==> src/rtl/ncl_word_reader.sv <==
// rtl/ncl_word_reader.sv - clocked dual-rail NCL word receiver with valid/ready output and completion drive
module ncl_word_reader #(
  parameter int WIDTH       = 32,
  parameter int SYNC_STAGES = 2
) (
  input  logic             clk,
  input  logic             init,
  input  logic [WIDTH-1:0] rail0,
  input  logic [WIDTH-1:0] rail1,
  output logic             rd_comp,
  output logic             word_valid,
  input  logic             word_ready,
  output logic [WIDTH-1:0] word_data,
  output logic [15:0]      word_cnt,
  output logic             rail_err
);

  typedef enum logic [1:0] {
    WAIT_DATA,
    HOLD,
    WAIT_NULL
  } state_t;

  state_t state, state_n;

  // Stage 0 is the first flop fed by the asynchronous rails; the top stage is the only one used.
  logic [SYNC_STAGES-1:0][WIDTH-1:0] sync0, sync1;
  logic [WIDTH-1:0] s0, s1;
  logic all_data, all_null, illegal;

  logic             valid_n, comp_n, err_n;
  logic [WIDTH-1:0] data_n;
  logic [15:0]      cnt_n;

  assign s0 = sync0[SYNC_STAGES-1];
  assign s1 = sync1[SYNC_STAGES-1];

  // A bit is DATA when exactly one rail is high, NULL when neither is, ILLEGAL when both are.
  assign all_data = &(s0 ^ s1);
  assign all_null = ~|(s0 | s1);
  assign illegal  = |(s0 & s1);

  // Per-rail synchronizer chains, cleared to NULL on init.
  always_ff @(posedge clk or posedge init) begin
    if (init) begin
      sync0 <= '0;
      sync1 <= '0;
    end else begin
      for (int i = SYNC_STAGES - 1; i > 0; i--) begin
        sync0[i] <= sync0[i-1];
        sync1[i] <= sync1[i-1];
      end
      sync0[0] <= rail0;
      sync1[0] <= rail1;
    end
  end

  // State and registered outputs.
  always_ff @(posedge clk or posedge init) begin
    if (init) begin
      state      <= WAIT_DATA;
      rd_comp    <= 1'b0;
      word_valid <= 1'b0;
      word_data  <= '0;
      word_cnt   <= '0;
      rail_err   <= 1'b0;
    end else begin
      state      <= state_n;
      rd_comp    <= comp_n;
      word_valid <= valid_n;
      word_data  <= data_n;
      word_cnt   <= cnt_n;
      rail_err   <= err_n;
    end
  end

  // Next state and next output values; the first complete DATA sample is final under NCL monotonicity.
  always_comb begin
    state_n = state;
    comp_n  = rd_comp;
    valid_n = word_valid;
    data_n  = word_data;
    cnt_n   = word_cnt;
    err_n   = rail_err | illegal;
    case (state)
      WAIT_DATA: begin
        if (all_data) begin
          data_n  = s1;
          valid_n = 1'b1;
          state_n = HOLD;
        end
      end
      HOLD: begin
        if (word_valid && word_ready) begin
          valid_n = 1'b0;
          comp_n  = 1'b1;
          cnt_n   = word_cnt + 16'd1;
          state_n = WAIT_NULL;
        end
      end
      WAIT_NULL: begin
        if (all_null) begin
          comp_n  = 1'b0;
          state_n = WAIT_DATA;
        end
      end
      default: state_n = WAIT_DATA;
    endcase
  end

endmodule

==> config.mk <==
export PLATFORM = sky130hd
export DESIGN_NAME = ncl_word_reader
export DESIGN_NICKNAME = d
export VERILOG_FILES = /design/src/rtl/ncl_word_reader.sv
export SDC_FILE = /design/constraint.sdc
export NUM_CORES = 1
export LEC_CHECK = 0
export BUFFER_PORTS_ARGS = -buffer_cell sky130_fd_sc_hd__buf_2
export CORE_ASPECT_RATIO = 0.6
export CORE_MARGIN = 1
export CORE_UTILIZATION = 38
export DETAILED_ROUTE_END_ITERATION = 16
export PLACE_DENSITY = 0.6
export SLEW_MARGIN = 20
export SYNTH_ARGS = -nofsm -noshare
export SYNTH_HDL_FRONTEND = slang
export SYNTH_SLANG_ARGS = --single-unit
==> constraint.sdc <==
create_clock -name clk -period 5.49 [get_ports clk]
set_clock_uncertainty 0.05 [all_clocks]
set_input_delay 0.8235 -clock clk [delete_from_list [all_inputs] [get_ports clk]]
set_output_delay 0.8235 -clock clk [all_outputs]
set_load 0.01 [all_outputs]
==> qor.csv, run 1 <==
metric,value,unit
setup_viol,0,
critPathKind,reg2reg,
hp-class,reg2reg,
design_area,8080,um^2
p_seq_frac,0.525,
fp-row-count,37,
holdBufCountCts,0,
placed_cell_area,7510,um^2
status,finished clean,
detail-route-antenna-nets,0,
synth_most_common_cell,dfrtp_1,
ir_worst_vdd,0.186,mV
power_density,334,nW/um^2
ys_top_cells_by_count,"dfrtp_1, inv_1, ha_1",
async_flop_share,1.00,
dp_cells,777,
final_util,0.472,
drc,0,
cts_tree,yes,
drt_wl_total,12500,um
dr.pass1.iters,4,
drt_iter0_markers,187,
final_cells,809,
clock_path_buffers,2,
core,17100,um^2
power.internal,2.04,mW
die_area,18000,um^2
slew-limit-headroom,0.360,
cts_buffers,17,
p_leak,4.34,nW
synthesis.nets,561,
cts_root_buf,clkbuf_16,
track_usage,0.150,
ys_ff_latch,181,
grt_setup_unrepaired,no,
cpPeakStageDelay,0.44,ns
portBuffers,117,
die_x,173,um
cts_resized,0,
ios,118,
switchingPower,657,uW
avgSynthCellArea,15.5,um^2
grt_pass1_wl,20300,um
netSwitchingFraction,0.243,
fmax,0.372,GHz
worstPathMaxFanout,22,
synthDistinctLibCells,26,
grt_pass1_vias,3727,
dr_total_vias,3557,
synth_edf_count,0,
grt.overflow.total,0,
cpLargestDelayFamily,simple AND/OR/NAND/NOR gates,
worstSetupEndpointType,flop,
critPathArrivalTime,2.94,ns
num_antenna_cells,0,
slew_violations,0,
yosys_warnings,0,
required,5.74,ns
synth_top_area_share,0.682,
syn_area,6640,um^2
clkTransAtPathRegs,0.07,ns
viasPerCell,4.40,
grt_max_degree,182,
ff_latch_area,4530,um^2
startpoint_type,flop,
area_growth,21.7,%
min_period,2.69,ns
worst_pin_slew,0.959,ns
cp_num_buf_inv,2,
setup_tns,0,ns
fin_crit_sh,0.490,
clock-sinks,181,
nFillCells,1509,
yosysSeqAreaShare,0.682,
clock_power_share,0.436,
synth_ff_type,dfrtp_1,
cap_viol_max_count,0,
worstPathCellList,inv_1 -> ha_1 -> nand4_1 -> nor4_2 -> nand3_2 -> buf_4 -> mux2_4,
yosys.area.top_type,dfrtp_1,
synth_cells,429,
synth_area_leaders,"dfrtp_1, ha_1, mux2_4",
fin_nets,694,
slowest_stage,nand3_2,
hold_viol,0,
power.total,2.70,mW
clk-insertion-delay-late,0.42,ns
drive_above_1_share,0.329,
dp_hpwl,8940,um
gp_congestion,0.716,
wire_per_inst,15.5,um
dieHeight,104,um
antenna_found_initial,0,
htree_levels,4,
post_cts_buffers,0,
multi_input_area,1820,um^2
pwr-share-comb,0.040,
initial_utilization,0.388,
final cells by class:
type	instances	area share
Clock buffer	18	0.0543
Clock inverter	14	0.0170
Inverter	67	0.0316
Multi-Input combinational cell	176	0.225
Sequential cell	181	0.560
Tap cell	234	0.0362
Timing Repair Buffer	119	0.0758
metrics by stage:
| step | hold slack, ns | setup WS [ns] |
|---|---|---|
| 2_1_floorplan | 0.281 | 2.29 |
| 3_3_place_gp | 0.287 | 2.84 |
| 3_5_place_dp | 0.285 | 2.76 |
| 4_1_cts | 0.301 | 2.74 |
| 5_1_grt | 0.298 | 2.60 |
| 6_report | 0.299 | 2.80 |
layout by cell type (no fill, tap or decap), types with 2 or more instances in the layout:
master,count
clkinv_4,5
ha_1,65
xor2_1,3
and3_1,6
nor2_1,3
nor4_1,10
inv_1,66
xnor2_1,12
nor4_2,2
nand4_1,21
nand2_1,8
clkbuf_16,17
buf_2,117
dfrtp_1,181
and4_1,2
mux2_2,4
clkinvlp_4,3
nand3_1,3
inv_8,4
inv_6,2
mux2_4,29
registers in the layout, indices dropped and copies added, names as in the netlist:
| name | cells |
|---|---|
| word_valid | 1 |
| word_cnt | 16 |
| rd_comp | 1 |
| rail_err | 1 |
| sync1 | 32 |
| word_data | 32 |
| sync0 | 32 |
| state | 2 |
| s1 | 32 |
| s0 | 32 |
final timing paths:
check                               start            end  slack (ns)  depth (start not counted)
worst min register to register  sync0[19]         s0[19]        0.30                          0
worst max register to register     s1[14]  word_data[19]        2.80                          7
worst max-delay path               s1[14]  word_data[19]        2.80                          7
worst min-delay path            sync0[19]         s0[19]        0.30                          0
min in group asynchronous            init      sync1[17]        0.58                          3
max in group asynchronous            init          s0[1]        4.06                          3
cell families after synthesis:
family	share of synthesized area
buffers and inverters	0.0448
AO/OA/AOI/OAI	0.00508
multiplexers	0.0723
AND/OR/NAND/NOR	0.0539
XOR/XNOR	0.0198
adder cells (fa/ha/maj)	0.122
flip-flops	0.682
per-layer routing:
layer  up-vias  wire length [um]  track usage  share of wire
met5         -                 0            0              0
met4         0               105       0.0405         0.0084
met3        12               740       0.0508          0.059
met2        98              5350        0.213           0.43
met1      1781              6300        0.218           0.50
li1       1666                 -            -              -
power groups by stage:
stage	registers, mW	clock network [mW]	logic [mW]
after floorplan	1.43	0	0.0576
after global placement	1.44	0	0.106
after detailed placement	1.44	0	0.110
after CTS	1.42	1.21	0.112
after global routing	1.42	1.27	0.128
final	1.42	1.18	0.108
Note: power is estimated with default switching activity, not from simulation.
==> run 2, diff against run 1 <==
- clock period: 5.49 -> 2.45 ns (I/O delays scaled with it)
==> run 2 against run 1 <==
  * Setup slack worse by 2.5 ns
  * Critical path depth unchanged
  * Combinational power rose to 2.8 times the previous value
  * Sequential power increased by 120%
  * Sequential share of layout area decreased by 3.5 points
  * Routed wire length up 4.9%
  * Global-route usage rose by 0.71 points
  * Die area unchanged
  * First-iteration DRC count rose by 20%
  * Register-to-register slack worse by 2.5 ns
  * Cell count increased by 5.6%
  * Hold slack worse by 0.29 ns
  * Critical endpoint is now word_data[21]
==> qor.csv, run 2 (synthesis results as in run 1) <==
metric,value,unit,change
status,finished clean,,
fp-row-count,37,,unchanged
r2r-end,word_data[21],,
layout_common_cells,"dfrtp_1, buf_2, inv_1, ha_1, dlygate4sd3_1",,
clock_path_buffers,2,,unchanged
placed_cell_area,7540,um^2,+0.47%
pwr-share-comb,0.046,,+0.006
critPathArrivalTime,2.40,ns,-0.54 ns
fin_crit_sh,0.881,,+0.391
viasPerCell,4.42,,+0.54%
track_usage,0.157,,+0.00706
dieHeight,104,um,unchanged
dp_hpwl,9290,um,+3.9%
dpl_worst_slack,0.305,ns,-2.45 ns
portBuffers,117,,unchanged
post_cts_buffers,0,,unchanged
slew_violations,0,,unchanged
worstPathMaxFanout,17,,-23%
htree_levels,4,,unchanged
switchingPower,1.39,mW,+110%
design_area,8620,um^2,+6.7%
holdWs,0.0118,ns,-0.287 ns
drc,0,,unchanged
dr_total_vias,3775,,+6.1%
netSwitchingFraction,0.214,,-0.0292
die_x,173,um,unchanged
min_from,rail1[23],,
hold_path_end,sync1[23],,
r2r_slack,0.29,ns,-2.51 ns
detail-route-antenna-nets,0,,unchanged
worstSetupEndpointType,flop,,
post-route-worst-setup-slack,0.293,ns,-2.51 ns
drt_wl_total,13100,um,+4.9%
ir_worst_vdd,0.381,mV,+110%
worst_pin_slew,0.554,ns,-0.405 ns
drt_iter0_markers,224,,+20%
num_antenna_cells,0,,unchanged
rr_startpoint,s1[29],,
min_path_cells,1,,+1
p_leak,4.58,nW,+5.5%
fin_nets,739,,+6.5%
clkTransAtPathRegs,0.07,ns,about the same
cts_root_buf,clkbuf_16,,
power.total,6.49,mW,+140%
hold_viol,0,,unchanged
cts_buffers,17,,unchanged
grt_pass1_wl,21600,um,+6.5%
p_seq_frac,0.489,,-0.036
initial_utilization,0.388,,unchanged
clk-insertion-delay-late,0.41,ns,about the same
clock-sinks,181,,unchanged
worstRegToRegCells,7,,unchanged
grt_pass1_vias,4050,,+8.7%
cap_viol_max_count,0,,unchanged
dr.pass1.iters,4,,unchanged
grt_setup_unrepaired,no,,
power_density,753,nW/um^2,+130%
grt.overflow.total,0,,unchanged
hp-class,in2reg,,
area_growth,29.8,%,
gp_congestion,0.786,,+9.8%
drive_above_1_share,0.310,,-0.0190
wire_per_inst,15.4,um,-0.65%
cts_resized,0,,unchanged
core,17100,um^2,unchanged
setup_viol,0,,unchanged
antenna_found_initial,0,,unchanged
holdBufCountCts,41,,+41
setup_tns,0,ns,unchanged
ios,118,,unchanged
die_area,18000,um^2,unchanged
startpoint_type,flop,,
layout_commonest_cell,dfrtp_1,,
min_period,2.16,ns,-0.532 ns
power.internal,5.10,mW,+150%
required,2.69,ns,-3.05 ns
fmax,0.464,GHz,+25%
grt_max_degree,89,,-51%
clock_power_share,0.465,,+0.029
critPathKind,reg2reg,,
slew-limit-headroom,0.627,,+0.267
cts_tree,yes,,
[run 2: worst max path at each step]
stage | startpoint | endpoint | slack, ns
3_5_place_dp | s1[29] | word_data[25] | 0.31
4_1_cts | s1[29] | word_data[21] | 0.28
3_3_place_gp | s1[6] | word_data[2] | 0.35
6_report | s1[29] | word_data[21] | 0.29
5_1_grt | s1[29] | word_data[4] | 0.16
2_1_floorplan | init | rail_err | -0.29
[run 2: final cells by class]
type                    instances  area, um^2
fillers                      1495        8510
flip-flops and latches        181        4530
multi-input cells             176        1820
repair buffers                164        1070
clock buffers                  18         439
well taps                     234         293
inverters                      67         255
clock inverters                14         220
[run 2: critical path, cell delays in order (launching register included)]
cell and delay [ns]:
dfrtp_1 0.38, inv_1 0.07, ha_1 0.29, nand4_1 0.17, nor4_2 0.37, nand3_2 0.11
buf_4 0.26, mux2_4 0.33
[run 2: power groups by stage]
stage,Combinational (mW),Sequential [mW],Clock (mW)
detailed placement,0.254,3.23,0
finish,0.299,3.17,3.02
CTS,0.307,3.18,3.09
floorplan,0.129,3.21,0
global route,0.349,3.19,3.22
global placement,0.247,3.23,0
[run 2: metrics by stage]
stage | utilization | std cells
2_1_floorplan | - | 429
3_3_place_gp | 0.440 | 780
3_5_place_dp | 0.440 | 780
4_1_cts | 0.503 | 853
5_1_grt | 0.503 | 854
6_report | 0.503 | 854
[run 2: metal layers]
metal,wire [um],global-route usage,up-vias,part of all wire
li1,-,-,1756,-
met1,6710,0.235,1919,0.51
met2,5650,0.230,90,0.43
met3,654,0.0344,10,0.050
met4,96,0.0436,0,0.0073
met5,0,0,-,0
